## config.mk

```make
export PLATFORM = sky130hd
export DESIGN_NAME = car_sensor_driver
export DESIGN_NICKNAME = d
export VERILOG_FILES = /design/src/rtl/car_sensor_driver.sv
export SDC_FILE = /design/constraint.sdc
export NUM_CORES = 1
export LEC_CHECK = 0
export ABC_AREA = 1
export BUFFER_PORTS_ARGS = -buffer_cell sky130_fd_sc_hd__buf_4
export CAP_MARGIN = 0
export CORE_UTILIZATION = 60
export DETAILED_ROUTE_END_ITERATION = 10
export PLACE_DENSITY = 0.89
export SYNTH_ARGS = -nofsm -noshare
export SYNTH_HDL_FRONTEND = slang
export SYNTH_SLANG_ARGS = --single-unit
```

## constraint.sdc

```tcl
create_clock -name clk -period 1.95 [get_ports clk]
set_input_delay 0.2925 -clock clk [delete_from_list [all_inputs] [get_ports clk]]
set_output_delay 0.2925 -clock clk [all_outputs]
set_load 0.01 [all_outputs]
```

## src/rtl/car_sensor_driver.sv

```systemverilog
// rtl/car_sensor_driver.sv - emulated outer/inner photo-sensor waveform generator for one car pass
// Optional statistics counters n_enter/n_exit are enabled by defining TRAFFIC_STATS_EN.
module car_sensor_driver #(
   parameter int DWELL_W = 16,
   parameter int STAT_W  = 8
) (
   input  logic               clk,
   input  logic               reset,
   input  logic               start,
   input  logic               dir,
   input  logic [DWELL_W-1:0] dwell,
   input  logic               abort,
   output logic               ready,
   output logic               busy,
   output logic               outer,
   output logic               inner,
   output logic               done,
   output logic               aborted
`ifdef TRAFFIC_STATS_EN
   ,
   output logic [STAT_W-1:0]  n_enter,
   output logic [STAT_W-1:0]  n_exit
`endif
);

   typedef enum logic [2:0] {S_IDLE, S_P1, S_P2, S_P3, S_B2, S_B1} state_t;

   state_t             state_q, state_d;
   logic [DWELL_W-1:0] cnt_q, cnt_d;
   logic [DWELL_W-1:0] dwell_q, dwell_d;
   logic               dir_q, dir_d;
   logic [1:0]         oi_q, oi_d;
   logic               done_q, done_d;
   logic               aborted_q, aborted_d;
   logic               ready_q, ready_d;
   logic               busy_q, busy_d;
   logic [DWELL_W-1:0] dwell_eff;
   logic [DWELL_W-1:0] reload;

   // {outer,inner} for a state; exit mirrors enter, back-out states reuse P2/P1 patterns
   function automatic logic [1:0] pattern(input state_t s, input logic d);
      case (s)
         S_P1, S_B1: pattern = d ? 2'b01 : 2'b10;
         S_P2, S_B2: pattern = 2'b11;
         S_P3:       pattern = d ? 2'b10 : 2'b01;
         default:    pattern = 2'b00;
      endcase
   endfunction

   assign dwell_eff = (dwell == '0) ? DWELL_W'(1) : dwell;
   assign reload    = dwell_q - DWELL_W'(1);

   always_comb begin
      state_d   = state_q;
      cnt_d     = cnt_q;
      dwell_d   = dwell_q;
      dir_d     = dir_q;
      done_d    = 1'b0;
      aborted_d = 1'b0;
      case (state_q)
         S_IDLE: begin
            if (start) begin
               dir_d   = dir;
               dwell_d = dwell_eff;
               cnt_d   = dwell_eff - DWELL_W'(1);
               state_d = S_P1;
            end
         end
         S_P1: begin
            if (abort) begin
               state_d   = S_IDLE;
               cnt_d     = '0;
               aborted_d = 1'b1;
            end else if (cnt_q == '0) begin
               state_d = S_P2;
               cnt_d   = reload;
            end else begin
               cnt_d = cnt_q - DWELL_W'(1);
            end
         end
         S_P2: begin
            if (abort) begin
               state_d = S_B1;
               cnt_d   = reload;
            end else if (cnt_q == '0) begin
               state_d = S_P3;
               cnt_d   = reload;
            end else begin
               cnt_d = cnt_q - DWELL_W'(1);
            end
         end
         S_P3: begin
            if (abort) begin
               state_d = S_B2;
               cnt_d   = reload;
            end else if (cnt_q == '0) begin
               state_d = S_IDLE;
               cnt_d   = '0;
               done_d  = 1'b1;
            end else begin
               cnt_d = cnt_q - DWELL_W'(1);
            end
         end
         S_B2: begin
            if (cnt_q == '0) begin
               state_d = S_B1;
               cnt_d   = reload;
            end else begin
               cnt_d = cnt_q - DWELL_W'(1);
            end
         end
         S_B1: begin
            if (cnt_q == '0) begin
               state_d   = S_IDLE;
               cnt_d     = '0;
               aborted_d = 1'b1;
            end else begin
               cnt_d = cnt_q - DWELL_W'(1);
            end
         end
         default: begin
            state_d = S_IDLE;
            cnt_d   = '0;
         end
      endcase
      // Outputs are computed from the next state so they can be registered
      oi_d    = pattern(state_d, dir_d);
      ready_d = (state_d == S_IDLE);
      busy_d  = (state_d != S_IDLE);
   end

   always_ff @(posedge clk or posedge reset) begin
      if (reset) begin
         state_q   <= S_IDLE;
         cnt_q     <= '0;
         dwell_q   <= '0;
         dir_q     <= 1'b0;
         oi_q      <= 2'b00;
         done_q    <= 1'b0;
         aborted_q <= 1'b0;
         ready_q   <= 1'b1;
         busy_q    <= 1'b0;
      end else begin
         state_q   <= state_d;
         cnt_q     <= cnt_d;
         dwell_q   <= dwell_d;
         dir_q     <= dir_d;
         oi_q      <= oi_d;
         done_q    <= done_d;
         aborted_q <= aborted_d;
         ready_q   <= ready_d;
         busy_q    <= busy_d;
      end
   end

   assign outer   = oi_q[1];
   assign inner   = oi_q[0];
   assign done    = done_q;
   assign aborted = aborted_q;
   assign ready   = ready_q;
   assign busy    = busy_q;

`ifdef TRAFFIC_STATS_EN
   logic [STAT_W-1:0] n_enter_q, n_exit_q;

   always_ff @(posedge clk or posedge reset) begin
      if (reset) begin
         n_enter_q <= '0;
         n_exit_q  <= '0;
      end else if (done_d) begin
         if (dir_q) n_exit_q  <= n_exit_q + STAT_W'(1);
         else       n_enter_q <= n_enter_q + STAT_W'(1);
      end
   end

   assign n_enter = n_enter_q;
   assign n_exit  = n_exit_q;
`endif

endmodule

```

==> flow_summary.yaml <==
global_routing:
  track_usage_pct: 34.2
  grt_max_degree: 43
  antenna_found_initial: 0
  grt_pass1_vias: 3203
  grt_pass1_wl_um: 14400
  overflow: 0
die:
  die-area_sq_mm: 0.00572
  io_pins: 27
  die_w_um: 75.6
  dieHeight_um: 75.6
  core_area_sq_mm: 0.00517
  num_rows: 26
  start_util_pct: 62.9
clock_network:
  clock-sinks: 42
  clk_path_buf_depth: 2
  htreeDepth: 2
  cts-root-buf: "clkbuf_8"
  numCtsBuffers: 5
  cts_tree: "done"
  clk_latency_ns: 0.30
  clk_pin_slew_ns: 0.08
critical_path:
  worst_setup_path_end_kind: "flop"
  reg2reg_to: "oi_q[0]"
  crit_path_top_delay_cell: "dfrtp_1"
  crit_chain: "nor2_2, nand2_1, nor2_1, nand3_2, nand2_1, nand2_1, nand2_2, nand4_2, nand2_1, inv_1"
  critPathLaunchType: "flop"
  crit_top_cell: "nand2_1"
  worstSetupPathType: "reg -> reg"
  crit_arrival_ns: 2.04
  slowest_delay_ns: 0.44
  cp_max_fo: 7
  cp.depth: 10
  path_buf_inv: 1
  r2r-start: "cnt_q[5]"
  cp.required_ns: 2.15
  reg2reg_depth: 10
  critPathTopFamily: "simple AND/OR/NAND/NOR gates"
  reg2reg_slack_ns: 0.11
power_and_ir_drop:
  combPwrFrac_pct: 56.2
  sequentialPowerShare_pct: 31.0
  internal-power_w: 0.00275
  p_sw_w: 0.00276
  clkPwrFrac_pct: 12.8
  leakage_nw: 2.05
  switching_share_pct: 50.1
  ir_drop_mv: 0.946
  powerDensity_mw_per_mm2: 1390
logic_synthesis:
  synth-warning-count: 0
  synthCells: 527
  yosysMostFrequentCell: "nand2_1"
  synthesis.nets: 552
  yosysSeqAreaShare_pct: 32.3
  syn_avg_cell_area_sq_um: 6.17
  synth_top_area_cell: "dfrtp_1"
  ys_top_cells_by_count: "nand2_1, nor2_1, inv_1"
  synth_edf_count: 0
  synth.area.top_cells: "dfrtp_1, nand2_1, nor2_1"
  synth-main-ff-cell: "dfrtp_1"
  synth-async-reset-ratio_pct: 100
  yosysUniqueCellTypes: 32
  yosysTopAreaCellShare_pct: 31.5
  mappedNetlistArea_sq_mm: 0.00325
  ys_seq_elements: 42
hold_path:
  hold_class: "in -> async"
layout:
  final_nets: 614
  drive_gt1_share_pct: 19.3
  antenna_cells: 0
  final_cells: 660
  fin_util_pct: 76.6
  syn2layout_area_growth_pct: 21.8
sta:
  final_hold_viol_count: 0
  rsz0062_at_grt: "true"
  max_freq_ghz: 0.543
  setup_viol: 0
  drv_slew: 0
  skew_ns: 0.00760
  slew_headroom_pct: 63.7
  min_period_over_period_pct: 94.4
  finalCriticalPeriod_ns: 1.84
  worstMarginPinSlew_ns: 0.545
  setup_ws_ns: 0.109
  tns_ns: 0
placement:
  dp.cells: 650
  gp_congestion: 0.937
  hpwl_um: 7030
  io_buffers: 26
  dp_slack_ns: -0.0930
detailed_routing:
  firstDrtPassIters: 6
  drc: 0
  via_per_inst: 5.46
  postRouteAntennaNets: 0
  drt_wl_total_um: 9120
  drt_iter0_drc: 309
  num_vias: 3605
  detail_route.wl_per_cell_um: 13.8
run_status:
  status: "complete, no violations"
run:
  cap_violations: 0
## worst max path at each step
stage	from	to	slack, ns
finish	cnt_q[5]	oi_q[0]	0.11
detailed placement	dwell[8]	cnt_q[14]	-0.09
CTS	cnt_q[0]	cnt_q[2]	0.02
floorplan	dwell[6]	cnt_q[14]	0.03
global route	cnt_q[0]	cnt_q[15]	-0.03
global placement	dwell[10]	cnt_q[14]	-0.03
## cells in the final DEF (no fill, tap or decap), types with 2 or more instances in the layout
master | synthesis | layout
a21oi_1 | 10 | 10
buf_4 | 2 | 62
clkbuf_8 | 0 | 5
dfrtp_1 | 41 | 41
ha_1 | 4 | 2
inv_1 | 61 | 57
inv_2 | 4 | 8
nand2_1 | 182 | 178
nand2_2 | 6 | 8
nand3_1 | 45 | 45
nand4_1 | 12 | 12
nor2_1 | 83 | 74
nor2_2 | 7 | 13
nor2_4 | 1 | 4
o211ai_1 | 4 | 4
o21ai_0 | 26 | 26
o21ai_1 | 3 | 2
o22ai_1 | 2 | 2
or2_2 | 2 | 2
xnor2_1 | 5 | 5
xor2_1 | 13 | 13
## power groups by stage
| stage | sequential [W] | clock (W) | combinational, W |
|---|---|---|---|
| floorplan | 0.00162 | 0 | 0.00212 |
| global placement | 0.00167 | 0 | 0.00280 |
| detailed placement | 0.00169 | 0 | 0.00291 |
| CTS | 0.00167 | 0.000703 | 0.00294 |
| global route | 0.00175 | 0.000732 | 0.00352 |
| finish | 0.00171 | 0.000707 | 0.00309 |
## registers in the layout (all words and copies together), names as in the netlist
signal / cells
oi_q: 2
aborted: 1
ready: 1
state_q: 3
busy: 1
dwell_q: 16
cnt_q: 16
done: 1
dir_q: 1
## logic make-up after synthesis
group / after synthesis / share of synthesized area [%]
xor gates and xnor gates: 18 / 4.85
AOI/OAI and AO/OA: 46 / 7.54
and+or+nand+nor: 344 / 44.7
adders and majority gates: 4 / 1.54
buffers and inverters: 73 / 9.04
DFF: 42 / 32.3
## stage by stage
stage,hold WS (ns),instance area (sq um),total power [W]
CTS,0.145,3870,0.00531
global placement,0.463,3760,0.00447
global route,0.189,3960,0.00600
floorplan,0.409,3260,0.00374
finish,0.126,3960,0.00551
detailed placement,0.467,3760,0.00459
## worst register-to-register path: cells and delay by family (launching register included)
family	cells	cell delay [ns]
DFF	1	0.44
and+or+nand+nor	9	1.28
buffers and inverters	1	0.04
## layout make-up
type                       instances  area [sq um]
clock buffer                       6          72.6
clock inverter                     2          37.5
fill                             406          1210
inverter                          66           250
multi-input combinational        412          2000
sequential                        42          1050
tap                               70          87.6
timing repair buffer              62           465
## per-layer routing
layer / vias up / share of wire [%] / track usage (%)
met3: 25 / 8.1 / 7.41
met1: 1632 / 41 / 44.4
met4: 0 / 3.2 / 14.0
met2: 165 / 47 / 55.7
met5: - / 0 / 0
li1: 1783 / - / -
## timing repair
action | CTS | global route
setup buffers | 0 | 2
gates resized for setup | 0 | 24
hold buffers | 0 | 0
setup endpoints to repair | 0 | 18
Power figures use the tool's default switching activity.
